$ cat config.mk
export PLATFORM = sky130hd
export DESIGN_NAME = alu_exec_mem
export DESIGN_NICKNAME = d
export VERILOG_FILES = /design/src/rtl/alu_exec_mem.sv
export SDC_FILE = /design/constraint.sdc
export NUM_CORES = 2
export LEC_CHECK = 0
export ABC_CLOCK_PERIOD_IN_PS = 63700
export BUFFER_PORTS_ARGS = -buffer_cell sky130_fd_sc_hd__buf_2
export CORE_ASPECT_RATIO = 1.75
export CORE_MARGIN = 10
export CORE_UTILIZATION = 57
export CTS_BUF_LIST = sky130_fd_sc_hd__clkbuf_16
export CTS_CLUSTER_SIZE = 12
export DETAILED_ROUTE_END_ITERATION = 6
export PLACE_DENSITY = 0.82
export SLEW_MARGIN = 20
export SYNTH_ARGS = -nofsm -noshare
export SYNTH_HDL_FRONTEND = slang
export SYNTH_SLANG_ARGS = --single-unit
$ cat constraint.sdc
create_clock -name clk -period 63.7 [get_ports clk]
set_input_delay 3.185 -clock clk [delete_from_list [all_inputs] [get_ports clk]]
set_output_delay 3.185 -clock clk [all_outputs]
set_load 0.05 [all_outputs]
$ cat src/rtl/alu_exec_mem.sv
// alu_exec_mem: execute-stage ALU with its control decoder plus a small
// word-addressed data memory. The ALU result doubles as the byte address.
// Optional feature macro: ALU_OVERFLOW_EN adds a signed-overflow output
// for ADD/SUB.
module alu_exec_mem #(
   parameter int DMEM_WORDS = 64
) (
   input  logic        clk,
   input  logic        rst,
   input  logic [2:0]  alu_op,
   input  logic [5:0]  funct,
   input  logic [4:0]  shamt,
   input  logic [31:0] src_a,
   input  logic [31:0] src_b,
   input  logic        mem_read,
   input  logic        mem_write,
   input  logic [31:0] mem_wdata,
   output logic [3:0]  alu_ctrl,
   output logic        jump_reg,
   output logic [31:0] alu_result,
   output logic        zero,
   output logic [31:0] mem_rdata
`ifdef ALU_OVERFLOW_EN
   ,
   output logic        overflow
`endif
);

   localparam int AW = $clog2(DMEM_WORDS);

   localparam logic [3:0] OP_AND  = 4'b0000;
   localparam logic [3:0] OP_OR   = 4'b0001;
   localparam logic [3:0] OP_ADD  = 4'b0010;
   localparam logic [3:0] OP_SLL  = 4'b0011;
   localparam logic [3:0] OP_SRL  = 4'b0100;
   localparam logic [3:0] OP_SRA  = 4'b0101;
   localparam logic [3:0] OP_SUB  = 4'b0110;
   localparam logic [3:0] OP_SLT  = 4'b0111;
   localparam logic [3:0] OP_SLTU = 4'b1000;
   localparam logic [3:0] OP_XOR  = 4'b1001;
   localparam logic [3:0] OP_NOR  = 4'b1100;
   localparam logic [3:0] OP_LUI  = 4'b1101;

   logic signed [31:0] a_s;
   logic signed [31:0] b_s;
   logic [31:0]        sum;
   logic [31:0]        diff;
   logic [AW-1:0]      idx;
   logic [31:0]        mem_q [DMEM_WORDS];
   logic [31:0]        mem_d [DMEM_WORDS];

   assign a_s  = src_a;
   assign b_s  = src_b;
   assign sum  = src_a + src_b;
   assign diff = src_a - src_b;

   // Decode main-control class and R-type funct into an ALU operation.
   always_comb begin
      alu_ctrl = OP_ADD;
      jump_reg = 1'b0;
      case (alu_op)
         3'b000: alu_ctrl = OP_ADD;
         3'b001: alu_ctrl = OP_SUB;
         3'b011: alu_ctrl = OP_AND;
         3'b100: alu_ctrl = OP_OR;
         3'b101: alu_ctrl = OP_SLT;
         3'b110: alu_ctrl = OP_LUI;
         3'b111: alu_ctrl = OP_XOR;
         default: begin
            // R-type: unlisted funct codes fall back to ADD
            case (funct)
               6'b100000, 6'b100001: alu_ctrl = OP_ADD;
               6'b100010, 6'b100011: alu_ctrl = OP_SUB;
               6'b100100: alu_ctrl = OP_AND;
               6'b100101: alu_ctrl = OP_OR;
               6'b100110: alu_ctrl = OP_XOR;
               6'b100111: alu_ctrl = OP_NOR;
               6'b101010: alu_ctrl = OP_SLT;
               6'b101011: alu_ctrl = OP_SLTU;
               6'b000000: alu_ctrl = OP_SLL;
               6'b000010: alu_ctrl = OP_SRL;
               6'b000011: alu_ctrl = OP_SRA;
               6'b001000: begin
                  alu_ctrl = OP_ADD;
                  jump_reg = 1'b1;
               end
               default: alu_ctrl = OP_ADD;
            endcase
         end
      endcase
   end

   // ALU datapath; shifts and LUI use only src_b, unused codes yield 0.
   always_comb begin
      alu_result = 32'h0;
      case (alu_ctrl)
         OP_AND:  alu_result = src_a & src_b;
         OP_OR:   alu_result = src_a | src_b;
         OP_ADD:  alu_result = sum;
         OP_SUB:  alu_result = diff;
         OP_XOR:  alu_result = src_a ^ src_b;
         OP_NOR:  alu_result = ~(src_a | src_b);
         OP_SLT:  alu_result = {31'h0, (a_s < b_s)};
         OP_SLTU: alu_result = {31'h0, (src_a < src_b)};
         OP_SLL:  alu_result = src_b << shamt;
         OP_SRL:  alu_result = src_b >> shamt;
         OP_SRA:  alu_result = $unsigned(b_s >>> shamt);
         OP_LUI:  alu_result = {src_b[15:0], 16'h0000};
         default: alu_result = 32'h0;
      endcase
   end

   assign zero = (alu_result == 32'h0);

`ifdef ALU_OVERFLOW_EN
   // Signed overflow: operands agree in sign (ADD) or differ (SUB) and the
   // result sign departs from src_a.
   always_comb begin
      overflow = 1'b0;
      if (alu_ctrl == OP_ADD)
         overflow = (src_a[31] == src_b[31]) && (sum[31] != src_a[31]);
      else if (alu_ctrl == OP_SUB)
         overflow = (src_a[31] != src_b[31]) && (diff[31] != src_a[31]);
   end
`endif

   // Byte address wraps: only the word-index bits select a location.
   assign idx = alu_result[AW+1:2];

   // Next memory image: one word replaced when a store is requested.
   always_comb begin
      mem_d = mem_q;
      if (mem_write)
         mem_d[idx] = mem_wdata;
   end

   // Memory array; reset clears every word immediately and blocks stores.
   always_ff @(posedge clk or posedge rst) begin
      if (rst) begin
         for (int i = 0; i < DMEM_WORDS; i++)
            mem_q[i] <= 32'h0;
      end else begin
         mem_q <= mem_d;
      end
   end

   // Combinational load port, forced to 0 when not reading or in reset.
   always_comb begin
      mem_rdata = 32'h0;
      if (mem_read && !rst)
         mem_rdata = mem_q[idx];
   end

endmodule

==> flow_summary.ini <==
[worst_setup_path]
path_max_fanout = 112
crit_path_max_incr_delay_ps = 1040
r2r_slack_ps = 62850
cp.arrival_ps = 11270
crit_family = simple AND/OR/NAND/NOR gates
path_buf_inv = 7
r2r-start = mem_q[1856]$_DFFE_PP0P_
worstPathRequired_ps = 60510
path_cells = buf_2, and3b_1, o211ai_1, and2_1, inv_1, nand3_1, a22o_1, and3_4, inv_16, buf_4, buf_4, nand2_4, buf_4, o22ai_1, a21oi_1, a21o_1, nand3_1, nor4bb_1, buf_2
critPathCaptureType = output pin
crit_top_cell = buf_4
reg2regPathDepth = 1
path_class = input port to output pin
crit_slowest_cell = nor4bb_1
rr_endpoint = mem_q[1856]$_DFFE_PP0P_
startpoint_type = input port

[hold_path]
whs_path_depth = 1
hold_start = mem_q[1218]$_DFFE_PP0P_
hold_class = flop to flop
whs_endpoint = mem_q[1218]$_DFFE_PP0P_

[global_routing]
grt_pass1_wl_mm = 602.7
grtUsageTotal = 0.4168
grt_overflow = 0
grt_max_degree = 186
grt_pass1_vias = 85450
antenna_found_initial = 36

[cells_and_area]
fillers = 13380
largest_reg_flops = 2048
regMostFlops = mem_q
nets = 8848
layout.cells.non_filler = 11090
reg_top3 = mem_q (2048)
drive_gt1_frac = 0.3384
final_area_mm2 = 0.1106
register_area_mm2 = 0.05125
area_delta_synth_final_pct = 7.498
multiInputGateArea_mm2 = 0.04792

[power_and_ir_drop]
p_sw_frac = 0.3337
max-vdd-ir-drop_mv = 0.02178
switching_power_mw = 1.378
p_seq_frac = 0.465
p_leak_nw = 50.47
p_clk_frac = 0.251
power.density_mw_per_mm2 = 37.36
internal_power_mw = 2.753
pwr-share-comb = 0.283

[die]
die-area_mm2 = 0.1985
floorplan.initialDensity = 0.5725
die_x_um = 341.1
row_count = 206
core_area_mm2 = 0.1797
io_pins = 184
dieHeight_um = 581.9

[timing]
relSlewSlack = 0.1447
final_hold_viol_count = 0
layout_min_cycle_time_ps = 14460
timing.final.crit_share = 0.2269
drv_slew = 0
setup_viol = 0
final.setup.tns_ps = 0
worstMarginPinSlew_ps = 1273
fmax_mhz = 69.17
rsz0062_at_grt = false
whs_ps = 494.4
finClkSkew_ps = 0

[flow_run]
drv_cap = 0

[placement]
place_area_mm2 = 0.1052
routabilityCongestion = 1.062
place_inst = 10830
port_buffers = 183
hpwl_mm = 255.5

[clocking]
numCtsBuffers = 197
clk_pin_slew_worst_paths_ps = 60
root_buffer = clkbuf_16
clk_latency_ps = 910
cts_resized = 0
cts_hold_buf = 0
clockBufferDepth = 4
h-tree-depth = 4
cts_tree = done
clock_sinks = 2048
postCtsSetupBuffers = 0

[logic_synthesis]
synth_nets = 9115
ys_ff_latch = 2048
synth_edf_count = 0
async_reset_ff_frac = 1.000
ys.flop_type = dfrtp_1
synthTopCellsByCount = mux2_2, dfrtp_1, nand2_1, nor2_1, clkbuf_1
post-synth-top-count-cell = mux2_2
synth_top_cell_area_share = 0.4983
avgSynthCellArea_um2 = 11.55
synthCells = 8903
synth_seq_area_share = 0.4983
synth-warning-count = 0
syn_area_mm2 = 0.1028
ys_types = 99
yosys.area.top_type = dfrtp_1
synth_area_leaders = dfrtp_1, mux2_2, nand2_1

[routing]
viasPerCell = 7.606
finalWirelength_mm = 424.8
wl_per_cell_um = 38.32
drtIter0Drc = 11710
route.detailed.drc = 7
ant_nets = 0
dr.pass1.iters = 7
vias = 84320

[outcome]
violations = DRC
outcome = complete, but fails checks
==> per-layer routing <==
metal	GRT usage	up-vias	part of all wire
li1	-	31790	-
met1	0.4468	41720	0.30
met2	0.6199	7786	0.44
met3	0.1524	2998	0.14
met4	0.4208	24	0.13
met5	0.003390	-	0.00051
==> power by group through the flow <==
| stage | Sequential [mW] | Clock (mW) | Combinational (mW) |
|---|---|---|---|
| 2_1_floorplan | 1.89 | 0 | 0.800 |
| 3_3_place_gp | 1.89 | 0 | 1.07 |
| 5_1_grt | 1.96 | 1.08 | 1.21 |
| 4_1_cts | 1.91 | 1.03 | 1.12 |
| 3_5_place_dp | 1.93 | 0 | 1.11 |
| 6_report | 1.92 | 1.04 | 1.17 |
==> area by class of cell <==
cell class                      count  area share
Antenna cell                       49    0.001109
Clock buffer                      199     0.04504
Clock inverter                      8   0.0007130
Inverter                          114    0.004199
Multi-Input combinational cell   5874      0.4334
Sequential cell                  2048      0.4636
Tap cell                         2392     0.02707
Timing Repair Buffer              401     0.02490
==> placed cells by master (no fill, tap or decap), drive strengths merged, types with 24 or more instances in the layout <==
cell type  instances
a211oi            60
a21o              24
a21oi            284
a221oi            38
a22oi             29
a31oi             89
a32o              27
a32oi             32
buf              401
clkbuf           199
dfrtp           2048
diode             49
ha                96
inv              117
mux2            2131
mux2i            154
mux4              62
nand2            809
nand2b            25
nand3            259
nand4             26
nor2             423
nor3             100
nor4              42
o2111ai           28
o211ai            82
o21ai            243
o221ai            89
o22ai            357
o31ai             26
==> stage by stage <==
| step | utilization | worst slack [ps] | total power [mW] |
|---|---|---|---|
| 2_1_floorplan | - | 2646 | 2.685 |
| 3_3_place_gp | 0.5857 | 49840 | 2.964 |
| 3_5_place_dp | 0.5857 | 49770 | 3.043 |
| 4_1_cts | 0.6139 | 49680 | 4.063 |
| 5_1_grt | 0.6149 | 49280 | 4.249 |
| 6_report | 0.6154 | 49240 | 4.131 |
==> worst max path at each step <==
stage	slack, ps	startpoint	to	cells after the start
4_1_cts	49680	funct[2]	mem_rdata[12]	19
5_1_grt	49280	shamt[0]	mem_rdata[7]	19
3_5_place_dp	49770	funct[2]	mem_rdata[7]	19
6_report	49240	funct[2]	mem_rdata[7]	19
2_1_floorplan	2650	rst	mem_q[0]$_DFFE_PP0P_	1
3_3_place_gp	49840	funct[2]	mem_rdata[13]	18
==> logic make-up after synthesis <==
logic type / Yosys count / share of synthesized area
AOI/OAI and AO/OA: 1630 / 0.1074
xor gates and xnor gates: 13 / 0.001107
adders and majority gates: 98 / 0.01207
muxes: 2347 / 0.2619
DFF: 2048 / 0.4983
and+or+nand+nor: 1786 / 0.07565
buffers and inverters: 981 / 0.04357
(Power assumes the default switching activity.)
